## src/rtl/latch_ctrl_pkg.sv

```systemverilog
// Shared types for the latch bank sequencer: FSM state encoding and requester op codes.
package latch_ctrl_pkg;

    typedef enum logic [1:0] {
        StIdle   = 2'd0,
        StSetup  = 2'd1,
        StStrobe = 2'd2,
        StHold   = 2'd3
    } state_e;

    typedef enum logic [1:0] {
        OpWrite = 2'b00,
        OpSet   = 2'b01,
        OpClear = 2'b10,
        OpNop   = 2'b11
    } op_e;

    // Wide enough for strobe lengths up to 15 cycles.
    localparam int unsigned CntW = 4;

endpackage

```

## src/rtl/latch_bank_ctrl_rr_arbiter.sv

```systemverilog
// Combinational round-robin arbiter: picks the first set request at or after the pointer.
module rr_arbiter #(
    parameter int unsigned N_REQ = 4,
    parameter int unsigned IdxW  = 2
) (
    input  logic [N_REQ-1:0] req_i,
    input  logic [IdxW-1:0]  ptr_i,
    output logic [N_REQ-1:0] gnt_o,
    output logic             valid_o
);

    always_comb begin
        gnt_o   = '0;
        valid_o = 1'b0;
        // First pass covers ptr..N_REQ-1, second pass wraps to 0..ptr-1.
        for (int unsigned i = 0; i < N_REQ; i++) begin
            if (!valid_o && (i >= 32'(ptr_i)) && req_i[i]) begin
                gnt_o[i] = 1'b1;
                valid_o  = 1'b1;
            end
        end
        for (int unsigned i = 0; i < N_REQ; i++) begin
            if (!valid_o && (i < 32'(ptr_i)) && req_i[i]) begin
                gnt_o[i] = 1'b1;
                valid_o  = 1'b1;
            end
        end
    end

endmodule

```

## src/rtl/latch_bank_ctrl.sv

```systemverilog
// Shares one gated-latch bank among N_REQ requesters: round-robin grant, then
// setup / strobe / hold sequencing on the latch pins with all outputs registered.
module latch_bank_ctrl
    import latch_ctrl_pkg::*;
#(
    parameter int unsigned N_REQ      = 4,
    parameter int unsigned DW         = 8,
    parameter int unsigned STROBE_CYC = 1
) (
    input  logic               clk_i,
    input  logic               clr_i,
    input  logic [N_REQ-1:0]   req_i,
    input  logic [N_REQ*DW-1:0] wr_data_i,
    input  logic [N_REQ*2-1:0] op_i,
    output logic [N_REQ-1:0]   gnt_o,
    output logic               done_o,
    output logic               busy_o,
    output logic [DW-1:0]      lat_d_o,
    output logic               lat_en_o,
    output logic               lat_pre_n_o,
    output logic               lat_clr_n_o
);

    localparam int unsigned IdxW = (N_REQ > 1) ? $clog2(N_REQ) : 1;

    state_e            state_q, state_d;
    op_e               op_q, op_d;
    logic [IdxW-1:0]   idx_q, idx_d;
    logic [IdxW-1:0]   ptr_q, ptr_d;
    logic [CntW-1:0]   cnt_q, cnt_d;
    logic [N_REQ-1:0]  gnt_q, gnt_d;
    logic [DW-1:0]     lat_d_q, lat_d_d;
    logic              done_q, done_d;
    logic              busy_q, busy_d;
    logic              lat_en_q, lat_en_d;
    logic              pre_n_q, pre_n_d;
    logic              clr_n_q, clr_n_d;

    logic [N_REQ-1:0]  arb_gnt;
    logic              arb_valid;
    logic [IdxW-1:0]   sel_idx;
    logic [DW-1:0]     sel_data;
    op_e               sel_op;

    rr_arbiter #(
        .N_REQ (N_REQ),
        .IdxW  (IdxW)
    ) u_arb (
        .req_i   (req_i),
        .ptr_i   (ptr_q),
        .gnt_o   (arb_gnt),
        .valid_o (arb_valid)
    );

    always_comb begin
        sel_idx  = '0;
        sel_data = '0;
        sel_op   = OpNop;
        for (int unsigned i = 0; i < N_REQ; i++) begin
            if (arb_gnt[i]) begin
                sel_idx  = IdxW'(i);
                sel_data = wr_data_i[i*DW +: DW];
                sel_op   = op_e'(op_i[i*2 +: 2]);
            end
        end
    end

    always_comb begin
        state_d  = state_q;
        op_d     = op_q;
        idx_d    = idx_q;
        ptr_d    = ptr_q;
        cnt_d    = cnt_q;
        gnt_d    = gnt_q;
        lat_d_d  = lat_d_q;
        done_d   = 1'b0;
        lat_en_d = 1'b0;
        pre_n_d  = 1'b1;
        clr_n_d  = 1'b1;

        unique case (state_q)
            StIdle: begin
                if (arb_valid) begin
                    state_d = StSetup;
                    gnt_d   = arb_gnt;
                    idx_d   = sel_idx;
                    op_d    = sel_op;
                    lat_d_d = sel_data;
                end
            end
            StSetup: begin
                state_d  = StStrobe;
                cnt_d    = CntW'(STROBE_CYC - 1);
                // Decoded from op so preset and clear can never be low together.
                lat_en_d = (op_q == OpWrite);
                pre_n_d  = (op_q != OpSet);
                clr_n_d  = (op_q != OpClear);
            end
            StStrobe: begin
                if (cnt_q == '0) begin
                    state_d = StHold;
                    done_d  = 1'b1;
                end else begin
                    cnt_d    = cnt_q - CntW'(1);
                    lat_en_d = lat_en_q;
                    pre_n_d  = pre_n_q;
                    clr_n_d  = clr_n_q;
                end
            end
            StHold: begin
                state_d = StIdle;
                gnt_d   = '0;
                ptr_d   = (idx_q == IdxW'(N_REQ - 1)) ? '0 : idx_q + IdxW'(1);
            end
            default: state_d = StIdle;
        endcase

        busy_d = (state_d != StIdle);
    end

    always_ff @(posedge clk_i) begin
        if (clr_i) begin
            state_q  <= StIdle;
            op_q     <= OpNop;
            idx_q    <= '0;
            ptr_q    <= '0;
            cnt_q    <= '0;
            gnt_q    <= '0;
            lat_d_q  <= '0;
            done_q   <= 1'b0;
            busy_q   <= 1'b0;
            lat_en_q <= 1'b0;
            pre_n_q  <= 1'b1;
            clr_n_q  <= 1'b1;
        end else begin
            state_q  <= state_d;
            op_q     <= op_d;
            idx_q    <= idx_d;
            ptr_q    <= ptr_d;
            cnt_q    <= cnt_d;
            gnt_q    <= gnt_d;
            lat_d_q  <= lat_d_d;
            done_q   <= done_d;
            busy_q   <= busy_d;
            lat_en_q <= lat_en_d;
            pre_n_q  <= pre_n_d;
            clr_n_q  <= clr_n_d;
        end
    end

    assign gnt_o       = gnt_q;
    assign done_o      = done_q;
    assign busy_o      = busy_q;
    assign lat_d_o     = lat_d_q;
    assign lat_en_o    = lat_en_q;
    assign lat_pre_n_o = pre_n_q;
    assign lat_clr_n_o = clr_n_q;

endmodule
```

## config.mk

```make
export PLATFORM = sky130hd
export DESIGN_NAME = latch_bank_ctrl
export DESIGN_NICKNAME = d
export VERILOG_FILES = /design/src/rtl/latch_ctrl_pkg.sv /design/src/rtl/latch_bank_ctrl_rr_arbiter.sv /design/src/rtl/latch_bank_ctrl.sv
export SDC_FILE = /design/constraint.sdc
export NUM_CORES = 1
export LEC_CHECK = 0
export ABC_AREA = 0
export ABC_CLOCK_PERIOD_IN_PS = 2000
export CAP_MARGIN = 20
export CORE_ASPECT_RATIO = 1.75
export CORE_MARGIN = 2
export CORE_UTILIZATION = 35
export CTS_BUF_LIST = sky130_fd_sc_hd__clkbuf_4
export CTS_CLUSTER_DIAMETER = 200
export CTS_CLUSTER_SIZE = 8
export DETAILED_ROUTE_END_ITERATION = 8
export GPL_TIMING_DRIVEN = 0
export PLACE_DENSITY_LB_ADDON = 0.12
export SYNTH_ARGS = -nofsm -noshare
export SYNTH_HDL_FRONTEND = slang
export SYNTH_SLANG_ARGS = --single-unit
```

## constraint.sdc

```tcl
create_clock -name clk_i -period 2 [get_ports clk_i]
set_input_delay 0.4 -clock clk_i [delete_from_list [all_inputs] [get_ports clk_i]]
set_output_delay 0.4 -clock clk_i [all_outputs]
set_load 0.02 [all_outputs]
```

# [Word level (Yosys, flattened, before mapping)]
# Cells that the tools add are included.
[totals] register_bits=29 output_inout_bits=17 elab_cells=96
[classes] addsub=2 magnitude_cmp=6 eq_ne=9 muxes=38 bitwise_logic=1 reduce_logical=28
[op_table] operator="8-bit 2-to-1 mux" count=4
[op_table] operator="2-bit 2-to-1 mux" count=9
[op_table] operator="1-bit 2-to-1 mux" count=17
[op_table] operator="4-bit one-hot mux with 2 select lines" count=2
[op_table] operator="1-bit logical AND" count=12
[op_table] operator="4-bit 2-to-1 mux" count=2
[op_table] operator="2-bit inequality test (second input constant)" count=4
[op_table] operator="2-bit one-hot mux with 4 select lines" count=1
[op_table] operator="2-bit == test (second input constant)" count=3
[op_table] operator="1-bit logical NOT" count=6
[op_table] operator="1-bit one-hot mux with 2 select lines" count=3
[op_table] operator="2-bit AND reduction" count=3
[op_table] operator="2-bit nonzero test" count=3
[op_table] operator="1-bit by 2-bit greater-or-equal comparator with 1-bit output (first input constant)" count=2
[op_table] operator="2-bit logical NOT" count=2
[op_table] operator="4-bit logical NOT" count=1
[op_table] operator="1-bit by 2-bit less-than comparator with 1-bit output (first input constant)" count=2
[op_table] operator="4-bit by 1-bit subtractor with 4-bit output (second input constant)" count=1
[op_table] operator="2-bit by 1-bit adder with 2-bit output (second input constant)" count=1
[op_table] operator="2-bit by 1-bit == test with 1-bit output (second input constant)" count=1
[op_table] operator="2-bit greater-or-equal comparator (first input constant)" count=1
[op_table] operator="2-bit less-than comparator (first input constant)" count=1
[op_table] operator="2-bit by 1-bit inequality test with 1-bit output (second input constant)" count=1
[op_table] operator="2-bit OR reduction" count=1
[op_table] operator="1-bit inverter" count=1

# [Longest topological paths before layout]
[logic_depth] depth_word=29 depth_mapped=8 ltp_nobuf=7

# [By module]
# Synthesis repeated with hierarchy kept, for this count alone.
[unflattened] hier_cells=199 area_unflattened_um2=1584.0
[modules_own_cells] module="latch_bank_ctrl" instances=1 cells_each=181 area_each_um2=1470.2
[modules_own_cells] module="rr_arbiter" instances=1 cells_each=18 area_each_um2=113.9

# [Worst setup path before layout]
# Ideal clock, no wire load.
[synth_path] kind="input-to-reg" start="in req_i[1]" end="reg lat_d_q[3], in the netlist lat_d_o[3]" arrival_time_ns=1.635 path_slack_ns=0.262 stages=6 path_buffers=1 cell_sequence="buf_6 > or3_4 > o311ai_4 > nand2_2 > mux2i_1 > a2111oi_2"
[synth_via] elab_chain_cells=23 word_cells_on_any_way=32
[synth_lines] item="from (decl)" line="latch_bank_ctrl.sv:12" text="input logic [N_REQ-1:0] req_i,"
[synth_lines] item="1-bit logical AND" line="latch_bank_ctrl_rr_arbiter.sv:17" text="if (!valid_o && (i >= 32'(ptr_i)) && req_i[i]) begin"
[synth_lines] item="1-bit 2-to-1 mux" line="latch_bank_ctrl_rr_arbiter.sv:17"
[synth_lines] item="1-bit logical NOT" line="latch_bank_ctrl_rr_arbiter.sv:17"
[synth_lines] item="1-bit logical AND (2 in series)" line="latch_bank_ctrl_rr_arbiter.sv:17"
[synth_lines] item="1-bit 2-to-1 mux" line="latch_bank_ctrl_rr_arbiter.sv:17"
[synth_lines] item="1-bit logical NOT" line="latch_bank_ctrl_rr_arbiter.sv:17"
[synth_lines] item="1-bit logical AND" line="latch_bank_ctrl_rr_arbiter.sv:17"
[synth_lines] item="1-bit 2-to-1 mux" line="latch_bank_ctrl_rr_arbiter.sv:17"
[synth_lines] item="(+3 left out)"
[synth_lines] item="1-bit 2-to-1 mux" line="latch_bank_ctrl_rr_arbiter.sv:23" text="if (!valid_o && (i < 32'(ptr_i)) && req_i[i]) begin"
[synth_lines] item="1-bit logical NOT" line="latch_bank_ctrl_rr_arbiter.sv:23"
[synth_lines] item="1-bit logical AND (2 in series)" line="latch_bank_ctrl_rr_arbiter.sv:23"
[synth_lines] item="1-bit 2-to-1 mux" line="latch_bank_ctrl_rr_arbiter.sv:23"
[synth_lines] item="1-bit logical NOT" line="latch_bank_ctrl_rr_arbiter.sv:23"
[synth_lines] item="1-bit logical AND (2 in series)" line="latch_bank_ctrl_rr_arbiter.sv:23"
[synth_lines] item="1-bit 2-to-1 mux" line="latch_bank_ctrl_rr_arbiter.sv:23"
[synth_lines] item="8-bit 2-to-1 mux (2 in series)" line="latch_bank_ctrl.sv:60" text="if (arb_gnt[i]) begin"
[synth_lines] item="to (signal assigned)" line="latch_bank_ctrl.sv:142" text="lat_d_q <= lat_d_d;"
[synth_lines] item="to (decl)" line="latch_bank_ctrl.sv:32" text="logic [DW-1:0] lat_d_q, lat_d_d;"
# Parallel ways exist; a longest one is shown, timed or not.
# A chain may end at the register's enable or synchronous reset.

# [Worst setup path after layout]
[layout_path] start="reg ptr_q[1]" end="reg lat_d_q[1], in the netlist lat_d_o[1]"
[layout_via] elab_chain_cells=28 word_cells_on_any_way=42
[layout_lines] item="from (decl)" line="latch_bank_ctrl.sv:29" text="logic [IdxW-1:0] ptr_q, ptr_d;"
[layout_lines] item="from (signal assigned)" line="latch_bank_ctrl.sv:139" text="ptr_q <= ptr_d;"
[layout_lines] item="1-bit by 2-bit greater-or-equal comparator with 1-bit output" line="latch_bank_ctrl_rr_arbiter.sv:17"
[layout_lines] item="1-bit logical AND" line="latch_bank_ctrl_rr_arbiter.sv:17"
[layout_lines] item="1-bit 2-to-1 mux" line="latch_bank_ctrl_rr_arbiter.sv:17"
[layout_lines] item="1-bit logical NOT" line="latch_bank_ctrl_rr_arbiter.sv:17"
[layout_lines] item="1-bit logical AND (2 in series)" line="latch_bank_ctrl_rr_arbiter.sv:17"
[layout_lines] item="1-bit 2-to-1 mux" line="latch_bank_ctrl_rr_arbiter.sv:17"
[layout_lines] item="1-bit logical NOT" line="latch_bank_ctrl_rr_arbiter.sv:17"
[layout_lines] item="1-bit logical AND (2 in series)" line="latch_bank_ctrl_rr_arbiter.sv:17"
[layout_lines] item="(+7 left out)"
[layout_lines] item="1-bit 2-to-1 mux" line="latch_bank_ctrl_rr_arbiter.sv:23"
[layout_lines] item="1-bit logical NOT" line="latch_bank_ctrl_rr_arbiter.sv:23"
[layout_lines] item="1-bit logical AND (2 in series)" line="latch_bank_ctrl_rr_arbiter.sv:23"
[layout_lines] item="1-bit 2-to-1 mux" line="latch_bank_ctrl_rr_arbiter.sv:23"
[layout_lines] item="1-bit logical NOT" line="latch_bank_ctrl_rr_arbiter.sv:23"
[layout_lines] item="1-bit logical AND (2 in series)" line="latch_bank_ctrl_rr_arbiter.sv:23"
[layout_lines] item="1-bit 2-to-1 mux" line="latch_bank_ctrl_rr_arbiter.sv:23"
[layout_lines] item="8-bit 2-to-1 mux (2 in series)" line="latch_bank_ctrl.sv:60"
# Parallel ways exist; a longest one is shown, timed or not.

==> results.md <==
* Most numerous cell in the Yosys netlist: nor2_1
* Critical Path Sink Type: flip-flop
* Flop pwr share at 0.331
* Sequential cell area at roughly 580 um^2
* # clock sinks at 29
* Worst Tran Pin Value at roughly 540 ps
* Core area at between 4000 and 5000 um^2
* Clock Pin Slew Worst Setup and Hold Paths at 100 ps
* Die W at ~58 um
* First-pass GRT wire length at 8500 um
* TritonCTS clock tree: done
* Setup Buffers After CTS at 0
* Fmax achieved at about 550 MHz
* CP bufs+invs at 2
* Die area at 5620 um^2
* # IOs at 63
* Hold buffers post-CTS at 0
* Final hold slack at around 480 ps
* Critical Path Max Stage Delay at ~350 ps
* Critical Path RT at roughly 2300 ps
* Unrepaired setup endpoints after global routing: false
* Post-Syn Nets at approximately 250
* Post-Syn Area per Cell at just under 9 um^2
* EDFF count, synth at 0
* Detail Route Antenna Nets at 0
* CTS Buffer Depth at 2
* Logic pwr share at 0.462
* Hold/Removal Path Class: in2reg
* Routed wire per std cell at ~16 um
* P_int at between 0.001 and 0.0015 W
* Final setup fails at 0
* Main flop type after synthesis: dfxtp_1
* Sw Share at 0.381
* VDD IR max at 0.591 mV
* Detailed-route vias per instance at 5.33
* Critical path class: reg2reg
* CP top delay family: compound AO/OA/AOI/OAI gates
* Footprint of the multi-input gates at 1060 um^2
* Clk_lat worst skew at 340 ps
* GP Congestion at a little under 0.8
* Share of the synthesized area in the top cell type at 0.331
* DP Area at 2410 um^2
* Worst Skew at 6.07 ps
* Asr flop ratio synth at 0
* Synth area leader: dfxtp_1
* GRT Residual Overflow at 0
* DR DRC count at 0
* Vias in the first global route at 1819
* Sw Pwr at just over 0.0009 W
* Fin nets at approximately 320
* Synth top cells by count: nor2_1, dfxtp_1, nand2_1
* Slew HR at 0.640
* Register area share after synthesis at 0.331
* Synth-to-Final Area Change at 42.9%
* Final hold vios at 0
* Worst EP arrival at ~2100 ps
* Num rows at 34
* Fin crit period at between 1500 and 2000 ps
* Fin crit share at 0.902
* CTS root buf: clkbuf_4
* Pre-Repair DR Iteration Count at 6
* Post-Route WL at 4970 um
* Initial core utilization at 0.359
* Cell Chain, Critical Path: buf_6 > nand2b_1 > a21oi_2 > or2_1 > buf_4 > nand2_1 > o41ai_2
* Initial antenna violation count at 0
* CP Max Fanout at 10
* Most area-consuming cells after synthesis: dfxtp_1, nor2_1, ha_1, mux2i_1, o41ai_2
* Startpoint Class: flip-flop
* PortBufs at 59
* Iteration-0 DRC Markers at 28
* Clock Power Share at 0.207
* Slew Viols, Final at 0
* Unique masters post-synth at 46
* Final Instance Area at around 2500 um^2
* Lkg Pwr at between 0.9 and 1 nW
* Yosys warning count at 0
* Cts bufs inserted at 5
* Outcome: finished clean
* Cell Area, Synth at approximately 1800 um^2
* Critical-path top delay cell: o41ai_2
* Vias post-DR at 1700
* All-Layer GR Usage at 0.195
* Pwr/cell area at 949 nW/um^2
* Chip Height at a little under 100 um
* Number of fillers in the final layout at between 400 and 500
* Post-Synthesis Cells at roughly 200
* Largest net degree at the start of global routing at 11
* #FFs+latches synth at 29
* Number of diodes at 0
* Max cap viols at 0
* DP HPWL at roughly 4000 um
* H-tree levels at 2
* Layout cell share with drive strength beyond 1 at 0.132
-- logic make-up (layout without fill, tap and decap cells) --
family / Yosys count / after routing / synth area share
buffers and inverters: 22 / 89 / 0.0699
AND/OR/NAND/NOR: 76 / 76 / 0.213
AO/OA/AOI/OAI: 56 / 56 / 0.290
adder cells (fa/ha/maj): 7 / 7 / 0.0499
flip-flops: 29 / 29 / 0.331
multiplexers: 8 / 8 / 0.0457
-- through the flow --
step / total power (W) / instances / setup TNS (ps) / utilization / worst slack, ps
global route: 0.00254 / 319 / 0 / 0.512 / 20.2
detailed placement: 0.00190 / 311 / -3360 / 0.493 / -359
global placement: 0.00189 / 311 / -2960 / 0.493 / -293
CTS: 0.00240 / 319 / 0 / 0.509 / 1.06
finish: 0.00238 / 319 / 0 / 0.512 / 197
floorplan: 0.00148 / 198 / 0 / - / 262
-- tightest hold or removal path, stage by stage --
cell	delay [ps]
buf_6	110
o211ai_1	150
a311oi_1	110
-- per-layer routing --
layer | up-vias | GRT usage | share of wire
met2 | 51 | 0.363 | 0.56
li1 | 854 | - | -
met4 | 0 | 0.0805 | 0.018
met1 | 788 | 0.200 | 0.37
met5 | - | 0 | 0
met3 | 7 | 0.0439 | 0.051
-- layout by cell type, fill, tap and decap left out, types with 2 or more instances in the layout --
cell type / synthesis / layout
a32o_1: 2 / 2
o32a_1: 2 / 2
ha_1: 7 / 7
nor2b_1: 2 / 2
clkbuf_1: 5 / 5
buf_4: 4 / 4
buf_2: 2 / 2
dfxtp_1: 29 / 29
mux2i_1: 8 / 8
inv_1: 8 / 8
a311oi_1: 4 / 4
a22oi_1: 7 / 7
o21ai_0: 4 / 4
o21ai_1: 4 / 4
a31oi_1: 3 / 3
buf_6: 3 / 3
clkdlybuf4s50_1: 0 / 58
o41ai_2: 4 / 4
nand2_1: 13 / 13
o31ai_1: 6 / 6
a221oi_2: 3 / 3
nor2_1: 34 / 33
clkbuf_4: 0 / 6
a2111oi_2: 2 / 2
nand4b_1: 3 / 3
nor3_1: 3 / 3
nor2_2: 1 / 2
nand2b_1: 9 / 9
a21oi_1: 5 / 5
and2_1: 2 / 2
-- final cells by class --
type,count,area share
Clock buffer,6,0.0180
Tap cell,54,0.0270
Inverter,8,0.0120
Timing Repair Buffer,59,0.237
Sequential cell,29,0.232
Multi-Input combinational cell,147,0.424
Buffer,14,0.0369
Clock inverter,2,0.0135
-- power groups by stage --
stage	sequential, W	combinational [W]	clock, W
2_1_floorplan	0.000872	0.000608	0
3_3_place_gp	0.000798	0.00109	0
3_5_place_dp	0.000798	0.00110	0
4_1_cts	0.000786	0.00111	0.000508
5_1_grt	0.000802	0.00122	0.000526
6_report	0.000787	0.00110	0.000493
-- worst paths after layout --
| kind | start | end | slack [ps] | depth (start not counted) |
|---|---|---|---|---|
| worst min register to register | cnt_q[2]$_SDFFE_PP0P_ | cnt_q[2]$_SDFFE_PP0P_ | 510 | 2 |
| worst min-delay path | req_i[1] | idx_q[0]$_SDFFE_PP0P_ | 480 | 3 |
| worst max-delay path | ptr_q[1]$_SDFFE_PP0P_ | lat_d_o[1]$_SDFFE_PP0P_ | 200 | 7 |
| worst max register to register | ptr_q[1]$_SDFFE_PP0P_ | lat_d_o[1]$_SDFFE_PP0P_ | 200 | 7 |
-- registers in the layout, summed over array words and instances (netlist names), 2 cells and up --
signal and flops:
state_q 2, lat_d_o 8, cnt_q 4, op_q 2, ptr_q 2, idx_q 2, gnt_o 4
-- timing repair --
item	CTS	global route
setup endpoints to repair	0	10
resized for setup	0	4
endpoints found under the hold margin	0	0
(Power assumes the default switching activity.)
==> variant, RTL diff (config.mk and constraints unchanged) <==
The parameter `DW` goes from 8 to 6.
--- a/src/rtl/latch_bank_ctrl.sv
+++ b/src/rtl/latch_bank_ctrl.sv
@@ -4,7 +4,7 @@
     import latch_ctrl_pkg::*;
 #(
     parameter int unsigned N_REQ      = 4,
-    parameter int unsigned DW         = 8,
+    parameter int unsigned DW         = 6,
     parameter int unsigned STROBE_CYC = 1
 ) (
     input  logic               clk_i,
Ports: changed (resized lat_d_o and wr_data_i); port bits go from 63 to 53. No check against the original RTL was run, so the function may have changed too.
==> variant against the unedited design <==
- routed wire length fell by 11%
- sequential share of layout area rose by 0.51 points
- first-iteration DRC count increased by 36%
- sequential cell count shrank 2
- clock power decreased by 48%
- setup slack got worse by 0.13 ns
- combinational power shrank 16%
- final area is 8.9% lower
- cell count fell by 9.4%
- total power decreased by 20%
- area after synthesis is 7.6% lower
- register-to-register slack worse by 0.06 ns
- highest routed layer unchanged
==> variant: results (changes against the unedited design) <==
INFO  metric outcome = finished clean (unchanged)
INFO  metric reg2reg_slack = 0.14 ns (was 0.20 ns)
INFO  metric placedInstanceArea = 2205 um2 (was 2412 um2)
INFO  metric p_leak = 0.8598 nW (was 0.9768 nW)
INFO  metric grt_util_met2 = 33.73% (was 36.28%)
INFO  metric yosysTopAreaCellShare = 33.36% (was 33.10%)
INFO  metric drt_iter0_drcs = 38 (was 28)
INFO  metric first_global_vias = 1508 (was 1819)
INFO  metric dp_worst_setup_slack = -0.5672 ns (was -0.3592 ns)
INFO  metric layout.nets = 284 (was 317)
INFO  metric hold_path_class = reg -> reg (was in -> reg)
INFO  metric routed-wl-met3 = 122 um (was 255 um)
INFO  metric clk_pin_slew = 0.15 ns (was 0.10 ns)
INFO  metric worst_r2r_path_depth = 8 (was 7)
INFO  metric netlist_instances = 182 (was 198)
INFO  metric via_count_of_the_routed_design = 1560 (was 1700)
INFO  metric synth.area.top_cells = sky130_fd_sc_hd__dfxtp_1 (33%), sky130_fd_sc_hd__ha_1 (5.4%), sky130_fd_sc_hd__mux2i_1 (4.3%) (was sky130_fd_sc_hd__dfxtp_1 (33%), sky130_fd_sc_hd__nor2_1 (7.3%), sky130_fd_sc_hd__ha_1 (5.0%))
INFO  metric internal-power = 1.194 mW (was 1.474 mW)
INFO  metric cpMaxStageDelayCell = sky130_fd_sc_hd__clkdlybuf4s50_1 (was sky130_fd_sc_hd__o41ai_2)
INFO  metric grt_util_met1 = 19.27% (was 20.03%)
INFO  metric timing.hold.worst_path_depth = 2 (was 3)
INFO  metric cts_max_level = 1 (was 2)
INFO  metric clock_net_power = 0.254 mW (was 0.493 mW)
INFO  metric fmaxAchievable = 0.5179 GHz (was 0.5546 GHz)
INFO  metric largest_register_ffs = 6 (was 8)
INFO  metric drt-pass1-iter-count = 5 (was 6)
INFO  metric route.final.wire_length = 4415 um (was 4972 um)
==> variant: cell types whose count changed after synthesis, sizes merged, moves of 4 or more <==
cell / unedited run / this run
nor2: 35 / 17
nand2: 14 / 5
nor2b: 2 / 10
o32ai: 0 / 8
a22oi: 7 / 1
a311oi: 5 / 0
a21oi: 6 / 10
buf: 9 / 5
inv: 8 / 12
==> variant: layout make-up <==
type	count	area [um2]
Buffer	13	115.1
Clock buffer	4	30.03
Fill cell	432	2161
Inverter	12	45.04
Multi-Input combinational cell	130	963.4
Sequential cell	27	540.5
Tap cell	51	63.81
Timing Repair Buffer	52	525.5
==> variant: cell families after synthesis <==
kind of cell | Yosys count | share of synthesized area [%]
AO/OA/AOI/OAI | 55 | 24.56
adder cells (fa/ha/maj) | 7 | 5.405
buffers and inverters | 25 | 9.883
flip-flops | 27 | 33.36
multiplexers | 7 | 4.324
AND/OR/NAND/NOR | 61 | 22.47
